`config.mk`:
```
export PLATFORM = sky130hd
export DESIGN_NAME = reg_dump_streamer
export DESIGN_NICKNAME = d
export VERILOG_FILES = /design/src/rtl/mips_dbg_pkg.sv /design/src/rtl/reg_dump_streamer.sv
export SDC_FILE = /design/constraint.sdc
export NUM_CORES = 1
export LEC_CHECK = 0
export CORE_MARGIN = 2
export CORE_UTILIZATION = 54
export CTS_BUF_LIST = sky130_fd_sc_hd__clkbuf_8
export DETAILED_ROUTE_END_ITERATION = 12
export GPL_TIMING_DRIVEN = 0
export HOLD_SLACK_MARGIN = 0.05
export PLACE_DENSITY = 0.86
export REMOVE_ABC_BUFFERS = 1
export SKIP_LAST_GASP = 1
export SLEW_MARGIN = 20
export SYNTH_ARGS = -nofsm -noshare
export SYNTH_HDL_FRONTEND = slang
export SYNTH_SLANG_ARGS = --single-unit
```
`constraint.sdc`:
```
create_clock -name clk -period 3.53 [get_ports clk]
set_input_delay 0.8825 -clock clk [delete_from_list [all_inputs] [get_ports clk]]
set_output_delay 0.8825 -clock clk [all_outputs]
set_load 0.01 [all_outputs]
```
`src/rtl/mips_dbg_pkg.sv`:
```
// Shared definitions for the MIPS debug-dump blocks: FSM encoding, frame
// geometry and the register-index wrap helper.
package mips_dbg_pkg;

  typedef enum logic [2:0] {
    ST_IDLE,
    ST_HDR,
    ST_PC,
    ST_REG,
    ST_CSUM
  } dump_state_e;

  localparam logic [7:0]  HDR_BYTE_DEF = 8'hA5;
  localparam int unsigned PC_BYTES     = 4;
  localparam int unsigned REG_BYTES    = 128;
  localparam int unsigned FRAME_BYTES  = 1 + PC_BYTES + REG_BYTES + 1;

  // Next register-file load index, wrapping to 0 after the last dumped register.
  function automatic logic [4:0] next_reg_idx(input logic [4:0] idx,
                                              input int unsigned num_regs);
    return ((32'(idx) + 32'd1) >= num_regs) ? 5'd0 : idx + 5'd1;
  endfunction

endpackage

```
`src/rtl/reg_dump_streamer.sv`:
```
// Serialises PC plus the general register file into a checksummed byte frame
// over a valid/ready byte interface.
module reg_dump_streamer
  import mips_dbg_pkg::*;
#(
  parameter logic [7:0]  HDR_BYTE = HDR_BYTE_DEF,
  parameter int unsigned NUM_REGS = 32
) (
  input  logic        clk,
  input  logic        rst,
  input  logic        start,
  input  logic [31:0] pc_in,
  output logic [4:0]  rf_raddr,
  input  logic [31:0] rf_rdata,
  output logic [7:0]  tx_data,
  output logic        tx_valid,
  input  logic        tx_ready,
  output logic        busy,
  output logic        done
);

  dump_state_e state, state_nxt;

  logic [31:0] shift_q;
  logic [1:0]  bcnt_q;
  logic [4:0]  raddr_q;
  logic        last_q;
  logic [7:0]  csum_q;
  logic        done_q;
  logic        fire;
  logic        accept;

  assign fire     = tx_valid && tx_ready;
  // A start coinciding with the done pulse must not open a new frame.
  assign accept   = (state == ST_IDLE) && start && !done_q;
  assign rf_raddr = raddr_q;
  assign done     = done_q;

  always_ff @(posedge clk or posedge rst) begin
    if (rst) state <= ST_IDLE;
    else     state <= state_nxt;
  end

  always_comb begin
    state_nxt = state;
    tx_valid  = 1'b0;
    tx_data   = '0;
    busy      = 1'b0;
    unique case (state)
      ST_IDLE: begin
        if (accept) state_nxt = ST_HDR;
      end
      ST_HDR: begin
        tx_valid = 1'b1;
        busy     = 1'b1;
        tx_data  = HDR_BYTE;
        if (tx_ready) state_nxt = ST_PC;
      end
      ST_PC: begin
        tx_valid = 1'b1;
        busy     = 1'b1;
        tx_data  = shift_q[31:24];
        if (tx_ready && bcnt_q == 2'd3) state_nxt = ST_REG;
      end
      ST_REG: begin
        tx_valid = 1'b1;
        busy     = 1'b1;
        tx_data  = shift_q[31:24];
        if (tx_ready && bcnt_q == 2'd3 && last_q) state_nxt = ST_CSUM;
      end
      ST_CSUM: begin
        tx_valid = 1'b1;
        busy     = 1'b1;
        tx_data  = csum_q;
        if (tx_ready) state_nxt = ST_IDLE;
      end
      default: state_nxt = ST_IDLE;
    endcase
  end

  // last_q marks that the word now in the shifter is the final register.
  always_ff @(posedge clk or posedge rst) begin
    if (rst) begin
      shift_q <= '0;
      bcnt_q  <= '0;
      raddr_q <= '0;
      last_q  <= 1'b0;
      csum_q  <= '0;
      done_q  <= 1'b0;
    end else begin
      done_q <= 1'b0;
      if (accept) begin
        shift_q <= pc_in;
        bcnt_q  <= '0;
        raddr_q <= '0;
        last_q  <= 1'b0;
        csum_q  <= '0;
      end else if (fire) begin
        if (state == ST_PC || state == ST_REG) begin
          csum_q <= csum_q ^ shift_q[31:24];
          bcnt_q <= bcnt_q + 2'd1;
          if (bcnt_q != 2'd3) begin
            shift_q <= {shift_q[23:0], 8'h00};
          end else if (!(state == ST_REG && last_q)) begin
            shift_q <= rf_rdata;
            raddr_q <= next_reg_idx(raddr_q, NUM_REGS);
            last_q  <= (32'(raddr_q) + 32'd1) >= NUM_REGS;
          end
        end else if (state == ST_CSUM) begin
          done_q <= 1'b1;
        end
      end
    end
  end

endmodule
```
==> flow_summary.yaml, run 1 <==
route:
  first_iter_violations: 210
  avgViaCountPerCell: 6.21
  drc: 0
  first_pass_iters: 4
  ant_nets: 0
  via_count: 3000
  routedWlPerCell_um: 16.9
  wl_um: 8170
sta:
  rsz0062_at_grt: "false"
  setup_viol: 0
  finClkSkew_ns: 0.00706
  finalCritPeriodShare_pct: 90.8
  hold-worst-slack_ns: 0.534
  fmax_mhz: 312
  tightest_slew_ns: 1.01
  setup_ws_ns: 0.323
  slew_violations: 0
  maxSlewHeadroom_pct: 32.6
  finalHoldViolations: 0
  period_needed_ns: 3.21
  tns_ns: 0
global_routing:
  grt_pass1_vias: 2839
  grt-ovfl-total: 0
  antenna_found_initial: 0
  grt_max_degree: 59
  track_usage_pct: 25.9
  grt_pass1_wl_um: 13200
clocking:
  cts_root_buffer: "clkbuf_8"
  clock_latency_ns: 0.30
  ctsHoldBuffers: 0
  clockBufferDepth: 2
  htree_levels: 2
  postCtsSetupRepairBufs: 0
  cts_buffers: 5
  cts_tree: "yes"
  cts.clk_slew.worst_paths_ns: 0.09
  cts.sinks: 52
layout:
  mostFrequentLayoutCells: "83 x clkdlybuf4s50_1, 51 x dfrtp_1, 43 x a21oi_1"
  layout-drive-gt1-share_pct: 5.35
  instances_no_fill: 483
  fin_nets: 480
  num-fill-cells: 444
  antenna_cells: 0
  postLayoutCellArea_mm2: 0.00403
  syn_to_final_growth_pct: 29.7
  utilization_pct: 72.7
  layout_commonest_cell: "clkdlybuf4s50_1"
placement:
  pre_cts_ws_ns: -0.462
  dp_hpwl_um: 5390
  placed_cell_area_mm2: 0.00393
  place.port_buffers: 83
  gp_congestion: 0.763
  placedCellCount: 475
synthesis:
  ys_warn_count: 0
  seq_area_frac_synth_pct: 41.9
  synthCells: 355
  syn_area_mm2: 0.00311
  synth_cell_types: 38
  syn_avg_cell_area_um2: 8.75
  synth-seq-cells: 52
die:
  rows: 27
  dieArea_mm2: 0.00637
  ios: 84
  die_w_um: 79.8
  design.core.area_mm2: 0.00554
  start_util_pct: 56.1
  die_y_um: 79.8
worst_setup_path:
  cp.required_ns: 2.65
  crit_path_max_incr_delay_ns: 0.68
  cpMaxStageDelayCell: "dfrtp_1"
  end_kind: "primary output"
  path_cells: "nor2b_1, nand2_1, o21ai_0, clkdlybuf4s50_1"
  worst-setup-path-type: "register to primary output"
  cp-start-kind: "register"
  arrival_ns: 2.32
  cp_max_fo: 16
run:
  cap_viol_max_count: 0
power:
  irDropWorstVdd_mv: 0.315
  powerDensity_mw_per_mm2: 679
  power.total_mw: 2.73
  p_leak_nw: 1.53
min_path:
  hold_class: "register to register"
outcome:
  outcome: "complete, no violations"
kinds of logic after synthesis:
kind of cell,synth area share [%]
AOI/OAI and AO/OA,29.5
xor gates and xnor gates,0.564
adders and majority gates,0.806
buffers and inverters,7.13
DFF,41.9
and+or+nand+nor,20.1
metal layers:
layer  vias to the layer above  global-route usage [%]  share of wire, %
li1                       1450                       -                 -
met1                      1433                    34.3                42
met2                       112                    46.1                52
met3                         5                    3.28               5.9
met4                         0                    4.58              0.75
met5                         -                       0                 0
final cells by class:
class / count / area, um2 / share of cell area [%]
clock inverters: 2 / 10.0 / 0.249
clock buffers: 6 / 82.6 / 2.05
multi-input cells: 252 / 1610 / 39.9
repair buffers: 86 / 886 / 22.0
inverters: 13 / 51.3 / 1.27
flip-flops and latches: 52 / 1300 / 32.3
well taps: 72 / 90.1 / 2.24
flip-flops by register name, indices dropped and copies added, names as in the netlist:
register / flops
rf_raddr: 5
shift_q: 32
bcnt_q: 2
state: 3
last_q: 1
csum_q: 8
done: 1
report_power, final:
part	leakage [nW]	total, mW	internal [mW]	switching (mW)
clock network	0.0510	0.350	0.157	0.193
registers	0.632	1.09	0.869	0.218
logic	0.852	1.30	0.662	0.635
total	1.53	2.73	1.69	1.05
path summary, 6_finish.rpt:
| path | to | cells after the start | slack (ns) | startpoint |
|---|---|---|---|---|
| worst min-delay path | rf_raddr[4] | 1 | 0.53 | rf_raddr[4] |
| worst max-delay path | tx_data[5] | 4 | 0.32 | state[1] |
| max in group asynchronous | state[2] | 3 | 2.01 | rst |
| worst max register to register | shift_q[16] | 3 | 0.94 | state[0] |
| min in group asynchronous | rf_raddr[3] | 2 | 0.97 | rst |
| worst min register to register | rf_raddr[4] | 1 | 0.53 | rf_raddr[4] |
synth_stat cells (all sizes together):
cell type / number / area [um2]
dfrtp: 52 / 1300
a21oi: 43 / 215
nand3: 28 / 140
nor2b: 28 / 175
o31ai: 26 / 195
o21ai: 25 / 125
a2111oi: 24 / 210
clkbuf: 22 / 82.6
buf: 16 / 90.1
inv: 12 / 45.0
nor3: 10 / 50.1
a31oi: 9 / 56.3
nand4: 9 / 56.3
or3: 9 / 56.3
nand2: 8 / 30.0
nor2: 5 / 26.3
a22o: 4 / 35.0
and3: 3 / 18.8
a21boi: 2 / 15.0
a311oi: 2 / 17.5
ha: 2 / 25.0
or4: 2 / 15.0
xnor2: 2 / 17.5
a211o: 1 / 8.76
a21bo: 1 / 10.0
a41o: 1 / 10.0
and2: 1 / 6.26
and3b: 1 / 8.76
clkinv: 1 / 3.75
nand2b: 1 / 6.26
nand3b: 1 / 11.3
nor4b: 1 / 15.0
o21bai: 1 / 7.51
o31a: 1 / 8.76
or4b: 1 / 10.0
worst max-delay path: cells and delay by family, from the launching register on:
family                 cells  cell delay [ns]
AND/OR/NAND/NOR            2             0.69
AO/OA/AOI/OAI              1             0.09
buffers and inverters      1             0.56
flip-flops                 1             0.68
repair_timing:
action,CTS,global route
resized for setup,3,1
hold endpoints to repair,0,0
endpoints found under the setup margin,4,4
No activity file was read; power rests on OpenSTA's default activity.
==> run 2, diff against run 1 <==
- SETUP_SLACK_MARGIN: unset -> 0.5
==> run 2 against run 1 <==
Against the previous run: clock power barely moved; sequential share of layout area down 0.16 points; combinational power about the same; core utilization is 0.63 points higher; critical path depth unchanged; total power is 0.88% higher; worst setup slack gained 0.27 ns.
==> flow_summary.yaml, run 2 (synthesized netlist as in run 1, its figures left out) <==
outcome:
  outcome: "complete, no violations"
worst_setup_path:
  cp_max_fo: 26
  worstRegToRegCells: 3
  arrival_ns: 2.05
  cp.required_ns: 2.65
  cp-start-kind: "register"
  end_kind: "primary output"
  r2r-end: "shift_q[16]"
  worstReg2RegStart: "state[0]"
  worst-setup-path-type: "register to primary output"
  r2r_slack_ns: 1.03
layout:
  largest_reg_flops: 32
  mostFrequentLayoutCells: "83 x clkdlybuf4s50_1, 49 x dfrtp_1, 43 x a21oi_1"
  syn_to_final_growth_pct: 30.8
  utilization_pct: 73.3
  largest-register: "shift_q"
  instances_no_fill: 484
  layout_commonest_cell: "clkdlybuf4s50_1"
  fin_nets: 481
  antenna_cells: 0
  layout-drive-gt1-share_pct: 6.55
min_path:
  min-delay-start: "bcnt_q[1]"
  whs_path_depth: 2
  hold_class: "register to register"
  min_to: "bcnt_q[1]"
die:
  dieArea_mm2: 0.00637
  die_y_um: 79.8
  start_util_pct: 56.1
  design.core.area_mm2: 0.00554
  rows: 27
  die_w_um: 79.8
  ios: 84
global_routing:
  grt_max_degree: 59
  antenna_found_initial: 0
  grt_pass1_wl_um: 13200
  track_usage_pct: 25.9
  grt_pass1_vias: 2836
  grt-ovfl-total: 0
clocking:
  clock_latency_ns: 0.30
  htree_levels: 2
  cts.sinks: 52
  cts_buffers: 5
  cts_root_buffer: "clkbuf_8"
  clockBufferDepth: 2
  cts_tree: "yes"
  cts.clk_slew.worst_paths_ns: 0.09
route:
  drc: 0
  routedWlPerCell_um: 17.2
  via_count: 3063
  avgViaCountPerCell: 6.33
  ant_nets: 0
  first_iter_violations: 221
  first_pass_iters: 4
  wl_um: 8310
sta:
  tightest_slew_ns: 1.04
  period_needed_ns: 2.94
  finalHoldViolations: 0
  finClkSkew_ns: 0.00809
  setup_viol: 0
  finalCritPeriodShare_pct: 83.2
  slew_violations: 0
  rsz0062_at_grt: "true"
  fmax_mhz: 341
  maxSlewHeadroom_pct: 30.5
power:
  power_frac_seq_pct: 39.6
  pwr-share-comb_pct: 47.6
  pwr-share-clk_pct: 12.8
  net-switching-power_mw: 1.06
  irDropWorstVdd_mv: 0.316
  p_leak_nw: 1.55
  swShare_pct: 38.5
  power.internal_mw: 1.70
  powerDensity_mw_per_mm2: 679
placement:
  dp_hpwl_um: 5390
  placedCellCount: 475
  gp_congestion: 0.763
  place.port_buffers: 83
run:
  cap_viol_max_count: 0
## run 2: how the worst max path moves through the flow
stage	start	to
global route	state[2]	tx_data[6]
floorplan	bcnt_q[0]	shift_q[10]
finish	state[2]	tx_data[4]
detailed placement	state[2]	tx_data[4]
CTS	state[2]	tx_data[4]
global placement	start	shift_q[1]
## run 2: final cells by class
type	count	area (um2)
sequential	52	1310
fill	440	1480
clock buffer	6	82.6
multi-input combinational	252	1630
clock inverter	2	10.0
inverter	13	53.8
timing repair buffer	87	893
tap	72	90.1
## run 2: what timing repair did
action | 4_1_cts | 5_1_grt
hold buffers | 0 | 0
buffers inserted | 0 | 1
hold endpoints to repair | 0 | 0
setup endpoints to repair | 8 | 31
gates resized for setup | 9 | 2
pin swaps | 0 | 0
## run 2: worst max-delay path, cell delays in order, from the launching register on
cell and delay (ns):
dfrtp_4 0.56, clkinv_4 0.24, nor3_4 0.26, a22o_1 0.16, clkdlybuf4s50_1 0.52
## run 2: power groups by stage
stage / Combinational [mW] / Clock (mW) / Sequential [mW]
finish: 1.31 / 0.353 / 1.09
global placement: 1.21 / 0 / 1.07
CTS: 1.30 / 0.356 / 1.09
floorplan: 0.820 / 0 / 1.04
global route: 1.46 / 0.380 / 1.12
detailed placement: 1.30 / 0 / 1.09
## run 2: routing by layer
metal | GRT usage [%] | vias to the layer above | part of all wire (%)
li1 | - | 1457 | -
met1 | 34.1 | 1496 | 44
met2 | 46.1 | 104 | 50
met3 | 3.28 | 6 | 4.6
met4 | 4.58 | 0 | 0.72
met5 | 0 | - | 0
## run 2: through the flow
stage / power (mW) / worst slack [ns] / cell area, um2 / hold slack [ns] / setup TNS [ns]
after CTS: 2.75 / 0.520 / 4040 / 0.535 / 0
final: 2.76 / 0.594 / 4060 / 0.542 / 0
after global placement: 2.28 / -0.477 / 3850 / 0.502 / -15.03
after global routing: 2.96 / 0.484 / 4060 / 0.556 / 0
after floorplan: 1.86 / 0.672 / 2930 / 0.506 / 0
after detailed placement: 2.38 / -0.462 / 3930 / 0.521 / -1.83
